===== src/rtl/tdm_demux4.sv =====
`default_nettype none
// +--------------------------------------------------------------------------+
// | tdm_demux4 : 4-channel TDM frame demultiplexer with atomic output update |
// | Optional parity checking with TDM_DEMUX4_PARITY_EN.  Rev 1.0             |
// +--------------------------------------------------------------------------+
module tdm_demux4 #(
  parameter int WIDTH = 8
) (
  input  logic             clk,
  input  logic             rst,
  input  logic [WIDTH-1:0] din,
  input  logic             din_valid,
  input  logic             frame_start,
`ifdef TDM_DEMUX4_PARITY_EN
  input  logic             din_par,
  output logic             par_err,
`endif
  output logic [WIDTH-1:0] q0,
  output logic [WIDTH-1:0] q1,
  output logic [WIDTH-1:0] q2,
  output logic [WIDTH-1:0] q3,
  output logic [1:0]       ch,
  output logic             busy,
  output logic             frame_done,
  output logic             resync
);

  typedef enum logic [0:0] {
    S_IDLE    = 1'b0,
    S_COLLECT = 1'b1
  } state_t;

  state_t           state_q, state_d;
  logic [1:0]       cnt_q, cnt_d;
  logic [WIDTH-1:0] sh0_q, sh0_d;
  logic [WIDTH-1:0] sh1_q, sh1_d;
  logic [WIDTH-1:0] sh2_q, sh2_d;
  logic [WIDTH-1:0] q0_q, q0_d;
  logic [WIDTH-1:0] q1_q, q1_d;
  logic [WIDTH-1:0] q2_q, q2_d;
  logic [WIDTH-1:0] q3_q, q3_d;
  logic             frame_done_q, frame_done_d;
  logic             resync_q, resync_d;

`ifdef TDM_DEMUX4_PARITY_EN
  logic             err_flag_q, err_flag_d;
  logic             par_err_q, par_err_d;
  logic             beat_bad;

  // Even parity: din_par must equal the XOR of all data bits.
  assign beat_bad = din_par ^ (^din);
`endif

  always_comb begin
    state_d      = state_q;
    cnt_d        = cnt_q;
    sh0_d        = sh0_q;
    sh1_d        = sh1_q;
    sh2_d        = sh2_q;
    q0_d         = q0_q;
    q1_d         = q1_q;
    q2_d         = q2_q;
    q3_d         = q3_q;
    frame_done_d = 1'b0;
    resync_d     = 1'b0;
`ifdef TDM_DEMUX4_PARITY_EN
    err_flag_d   = err_flag_q;
    par_err_d    = par_err_q;
`endif

    if (din_valid) begin
      if (frame_start) begin
        // A frame_start beat always opens a fresh frame; any partial one is dropped.
        sh0_d    = din;
        cnt_d    = 2'd1;
        state_d  = S_COLLECT;
        resync_d = (state_q == S_COLLECT);
`ifdef TDM_DEMUX4_PARITY_EN
        err_flag_d = beat_bad;
`endif
      end else if (state_q == S_COLLECT) begin
        case (cnt_q)
          2'd1: begin
            sh1_d = din;
            cnt_d = 2'd2;
`ifdef TDM_DEMUX4_PARITY_EN
            err_flag_d = err_flag_q | beat_bad;
`endif
          end
          2'd2: begin
            sh2_d = din;
            cnt_d = 2'd3;
`ifdef TDM_DEMUX4_PARITY_EN
            err_flag_d = err_flag_q | beat_bad;
`endif
          end
          2'd3: begin
            q0_d         = sh0_q;
            q1_d         = sh1_q;
            q2_d         = sh2_q;
            q3_d         = din;
            cnt_d        = 2'd0;
            state_d      = S_IDLE;
            frame_done_d = 1'b1;
`ifdef TDM_DEMUX4_PARITY_EN
            par_err_d  = err_flag_q | beat_bad;
            err_flag_d = 1'b0;
`endif
          end
          default: begin
            cnt_d = cnt_q;
          end
        endcase
      end
    end
  end

  always_ff @(posedge clk) begin
    if (rst) begin
      state_q      <= S_IDLE;
      cnt_q        <= 2'd0;
      sh0_q        <= '0;
      sh1_q        <= '0;
      sh2_q        <= '0;
      q0_q         <= '0;
      q1_q         <= '0;
      q2_q         <= '0;
      q3_q         <= '0;
      frame_done_q <= 1'b0;
      resync_q     <= 1'b0;
`ifdef TDM_DEMUX4_PARITY_EN
      err_flag_q   <= 1'b0;
      par_err_q    <= 1'b0;
`endif
    end else begin
      state_q      <= state_d;
      cnt_q        <= cnt_d;
      sh0_q        <= sh0_d;
      sh1_q        <= sh1_d;
      sh2_q        <= sh2_d;
      q0_q         <= q0_d;
      q1_q         <= q1_d;
      q2_q         <= q2_d;
      q3_q         <= q3_d;
      frame_done_q <= frame_done_d;
      resync_q     <= resync_d;
`ifdef TDM_DEMUX4_PARITY_EN
      err_flag_q   <= err_flag_d;
      par_err_q    <= par_err_d;
`endif
    end
  end

  assign q0         = q0_q;
  assign q1         = q1_q;
  assign q2         = q2_q;
  assign q3         = q3_q;
  assign ch         = cnt_q;
  assign busy       = (state_q == S_COLLECT);
  assign frame_done = frame_done_q;
  assign resync     = resync_q;
`ifdef TDM_DEMUX4_PARITY_EN
  assign par_err    = par_err_q;
`endif

endmodule
`default_nettype wire

===== config.mk =====
export PLATFORM = sky130hd
export DESIGN_NAME = tdm_demux4
export DESIGN_NICKNAME = d
export VERILOG_FILES = /design/src/rtl/tdm_demux4.sv
export SDC_FILE = /design/constraint.sdc
export NUM_CORES = 1
export LEC_CHECK = 0
export ABC_AREA = 1
export CORE_ASPECT_RATIO = 1.2
export CORE_MARGIN = 1
export CORE_UTILIZATION = 55
export CTS_CLUSTER_DIAMETER = 120
export DETAILED_ROUTE_END_ITERATION = 8
export GPL_ROUTABILITY_DRIVEN = 0
export GPL_TIMING_DRIVEN = 0
export PLACE_DENSITY = 0.83
export SETUP_SLACK_MARGIN = 0.15
export SYNTH_ARGS = -nofsm -noshare
export SYNTH_HDL_FRONTEND = slang
export SYNTH_SLANG_ARGS = --single-unit
export TNS_END_PERCENT = 10

===== constraint.sdc =====
create_clock -name clk -period 2.6 [get_ports clk]
set_input_delay 0.26 -clock clk [delete_from_list [all_inputs] [get_ports clk]]
set_output_delay 0.26 -clock clk [all_outputs]
set_load 0.01 [all_outputs]

=== Word level (Yosys, flattened, before mapping) ===
Index checks and enable logic that the tools add are counted.

* Output and inout bits: 37
* Bits in registers: 61
* Word-level logic and storage cells: 33

* Equality and inequality tests: 3
* Mux-type cells: 7
* Bitwise operators: 3
* Reductions and logical operators: 9

{| class="wikitable"
|+ Operators by type and width
! kind !! count
|-
| 4-bit AND reduction || 3
|-
| 2-bit case mux with 3 select lines || 1
|-
| 2-bit equality test, second input constant || 2
|-
| 1-bit two-way mux || 4
|-
| 2-bit two-way mux || 2
|-
| 4-bit nonzero test || 1
|-
| 4-bit OR reduction || 1
|-
| 1-bit inverter || 3
|-
| 3-bit AND reduction || 1
|-
| 3-bit OR reduction || 1
|-
| 2-bit by 1-bit equality test with 1-bit output, second input constant || 1
|-
| 2-bit AND reduction || 1
|-
| 2-bit nonzero test || 1
|}

=== Longest topological paths before layout ===
* Depth in word-level cells: 4
* Depth in mapped cells: 8

=== Worst setup path before layout ===
No wires, ideal clock.

* Path kind: register to register
* Start point: register cnt_q[0], in the netlist ch[0]
* End point: register q0_q[7], in the netlist q0[7]
* Period minus slack after synthesis: 1.317 ns
* Data required time: 2.487 ns
* Buffers on the path: 1
* Cell stages (with the launch flop): 8
* Arrival time: 1.204 ns
* Slack: 1.283 ns
* Setup time: 0.113 ns
* Path through: dfxtp_1 > ha_1 > nand2_2 > nor2_8 > buf_6 > nand2_1 > nand2_1 > nor2_1

* Word-level cells in the longest chain between the ends: 2

{| class="wikitable"
|+ Ends and longest elaborated chain
! what !! RTL line !! source
|-
| start, declared || 34 || <nowiki>logic [1:0] cnt_q, cnt_d;</nowiki>
|-
| start signal, assigned || 137 || <nowiki>cnt_q <= cnt_d;</nowiki>
|-
| 2-bit equality test || 82 || <nowiki>case (cnt_q)</nowiki>
|-
| 4-bit AND reduction (no line) || n/a ||
|-
| end signal, assigned || 141 || <nowiki>q0_q <= q0_d;</nowiki>
|-
| end, declared || 38 || <nowiki>logic [WIDTH-1:0] q0_q, q0_d;</nowiki>
|}

No other way between the ends.
A chain may end at the register's enable or synchronous reset.

=== Worst setup path after layout ===
* Start point: register state_q, in the netlist busy
* End point: output port busy

{| class="wikitable"
|+ RTL lines
! what !! RTL line !! source
|-
| start, declared || 33 || <nowiki>state_t state_q, state_d;</nowiki>
|-
| start signal, assigned || 136 || <nowiki>state_q <= state_d;</nowiki>
|-
| end, declared || 23 || <nowiki>output logic busy,</nowiki>
|}

No word-level cell between the ends.

==> impl_metrics.py <==
metrics = {
    "power": {
        "p_per_area_nw_per_um2": 587.7,
        "power_mw": 1.902,
        "p_leak_nw": 1.360,
        "irDropWorstVdd_mv": 0.3822,
    },
    "cts": {
        "root_buffer": "clkbuf_8",
        "cts_buffer_depth": 2,
        "cts_max_level": 3,
        "cts.repair.resized": 0,
        "cts_tree": "yes",
        "path_clk_slew_ns": 0.06,
        "cts.sinks": 61,
        "cts_made_buffers": 9,
        "clk_latency_ns": 0.33,
        "post-cts-setup-buffers": 0,
        "hold_buffers": 0,
    },
    "detailed_routing": {
        "detail-route-antenna-nets": 0,
        "avgViaCountPerCell": 4.764,
        "first_pass_iters": 4,
        "totalWireLength_um": 5060,
        "drcViolationCount": 0,
        "drt_iter0_markers": 98,
        "wire_per_inst_um": 10.74,
        "num_vias": 2244,
    },
    "worst_setup_path": {
        "cp.depth": 1,
        "crit_start": "busy$_SDFFE_PP0P_",
        "slowest_stage": "clkdlybuf4s50_1",
        "endpoint_kind": "output port",
        "crit_required_ns": 2.34,
        "crit_type": "reg2out",
        "critical_path.startpoint_type": "flop",
        "r2r_slack_ns": 1.11,
        "r2r_start": "ch[0]$_SDFFE_PP0P_",
        "r2r-end": "q3[3]$_SDFFE_PP0P_",
        "crit_buf_inv": 1,
        "slowest_delay_ns": 0.58,
        "ff2ff_path_depth": 7,
        "cp.arrival_ns": 1.36,
        "cp-endpoint": "busy",
        "worstPathCellList": "clkdlybuf4s50_1",
        "crit_path_max_fanout": 6,
        "path_delay_family": "buffers and inverters",
    },
    "global_routing": {
        "grt_pass1_wl_um": 8694,
        "grt_util_all_layers_pct": 23.66,
        "grt_max_degree": 11,
        "grt_pass1_vias": 2004,
        "antenna_found_initial": 0,
        "grt-ovfl-total": 0,
    },
    "placement": {
        "hpwl_um": 3602,
        "port_buffers": 47,
    },
    "die": {
        "dieWidth_um": 63.58,
        "core_area_um2": 4327,
        "die_h_um": 75.89,
        "start_util_pct": 57.84,
        "rows": 26,
        "dieArea_um2": 4825,
        "io_pins": 49,
    },
    "yosys": {
        "ys_ff_latch": 61,
        "yosysTopAreaCell": "dfxtp_1",
        "ys_types": 19,
        "yosys-top-cells-area": "dfxtp_1, nor2_1, nand2_1, inv_1, nand3_1",
        "seq_area_frac_synth_pct": 48.80,
        "syn-num-nets": 367,
        "syn-cell-area_um2": 2502,
        "synth_area_per_cell_um2": 7.109,
        "syn_inst": 352,
        "yosys_warnings": 0,
        "synth_top_cell_area_share_pct": 48.80,
    },
    "finish": {
        "fin_nets": 425,
        "layout_common_cells": "nor2_1, nand2_1, dfxtp_1, clkdlybuf4s50_1, inv_1",
        "drive_gt1_share_pct": 7.952,
        "final_common_cell": "nor2_1",
        "final-seq-area_um2": 1221,
        "multi_input_area_um2": 1018,
        "fillCellCount": 358,
        "fin_util_pct": 74.78,
        "area_growth_pct": 29.30,
        "antenna-diode-count": 0,
    },
    "sta": {
        "finalHoldViolCount": 0,
        "rsz0062_at_grt": "false",
        "slew_headroom_pct": 69.48,
        "timing.final.crit_share_pct": 62.36,
        "hold_slack_ns": 0.2052,
        "clock.fmax_ghz": 0.6168,
        "slew_violations": 0,
        "fin_skew_ns": 0.003098,
        "tightest_slew_ns": 0.4578,
        "setup_viol": 0,
        "period_needed_ns": 1.621,
        "fin_tns_setup_ns": 0,
    },
    "job": {
        "cap_violations": 0,
    },
    "hold_path": {
        "hp-start": "frame_start",
        "min_path_type": "in2reg",
    },
    "outcome": {
        "status": "finished clean",
    },
}
==> kinds of logic (layout without fill, tap and decap cells) <==
family | count (synthesis) | in the layout | synth area share (%)
DFF | 61 | 61 | 48.80
and+or+nand+nor | 214 | 214 | 35.20
AOI/OAI and AO/OA | 20 | 20 | 4.000
buffers and inverters | 54 | 117 | 10.50
adders and majority gates | 3 | 3 | 1.500
==> cell usage after synthesis <==
master and count:
a21oi_1 11, buf_1 3, buf_2 3, buf_4 1
buf_6 7, clkbuf_1 1, dfxtp_1 61, ha_1 3
inv_1 37, inv_2 2, nand2_1 89, nand2_2 2
nand3_1 17, nor2_1 100, nor2_4 1, nor2_8 1
nor3_1 2, nor3_4 2, o21ai_0 9
==> flip-flops by register name, summed over array words and instances, names as in the netlist <==
signal / flops
q3: 8
sh1_q: 8
q2: 8
resync: 1
sh2_q: 8
sh0_q: 8
ch: 2
frame_done: 1
busy: 1
q0: 8
q1: 8
==> routing by layer <==
metal | GRT usage, % | up-vias | wire length (µm) | share of wire (%)
met5 | 0 | - | 0 | 0
met4 | 12.63 | 0 | 152 | 3.0
met3 | 6.437 | 14 | 180 | 3.6
met2 | 43.03 | 65 | 2574 | 51
met1 | 25.30 | 992 | 2153 | 43
li1 | - | 1173 | - | -
==> how the worst min path moves through the flow <==
stage | end | slack [ns] | cells after the start
after floorplan | busy$_SDFFE_PP0P_ | 0.33 | 1
after global placement | sh0_q[4]$_SDFFE_PP0P_ | 0.44 | 2
after detailed placement | sh0_q[6]$_SDFFE_PP0P_ | 0.45 | 2
after CTS | resync$_SDFF_PP0_ | 0.19 | 3
after global routing | resync$_SDFF_PP0_ | 0.19 | 3
final | resync$_SDFF_PP0_ | 0.21 | 3
==> stage by stage <==
step | cell area, µm² | instances | worst slack (ns)
floorplan | 2502 | 352 | 1.283
global placement | 3043 | 455 | 0.9306
detailed placement | 3043 | 455 | 0.8905
CTS | 3236 | 471 | 0.9503
global route | 3236 | 471 | 0.9330
finish | 3236 | 471 | 0.9786
==> layout make-up <==
type	count	area share, %
clock buffer	12	4.486
multi-input combinational	237	31.48
tap	56	2.166
clock inverter	4	1.469
timing repair buffer	47	14.54
inverter	39	4.524
buffer	15	3.596
sequential	61	37.74
==> power by group <==
group          internal, mW  switching [mW]
clock network         0.466           0.342
registers             0.950         0.00985
logic                0.0533          0.0801
No activity file was read; power rests on OpenSTA's default activity.
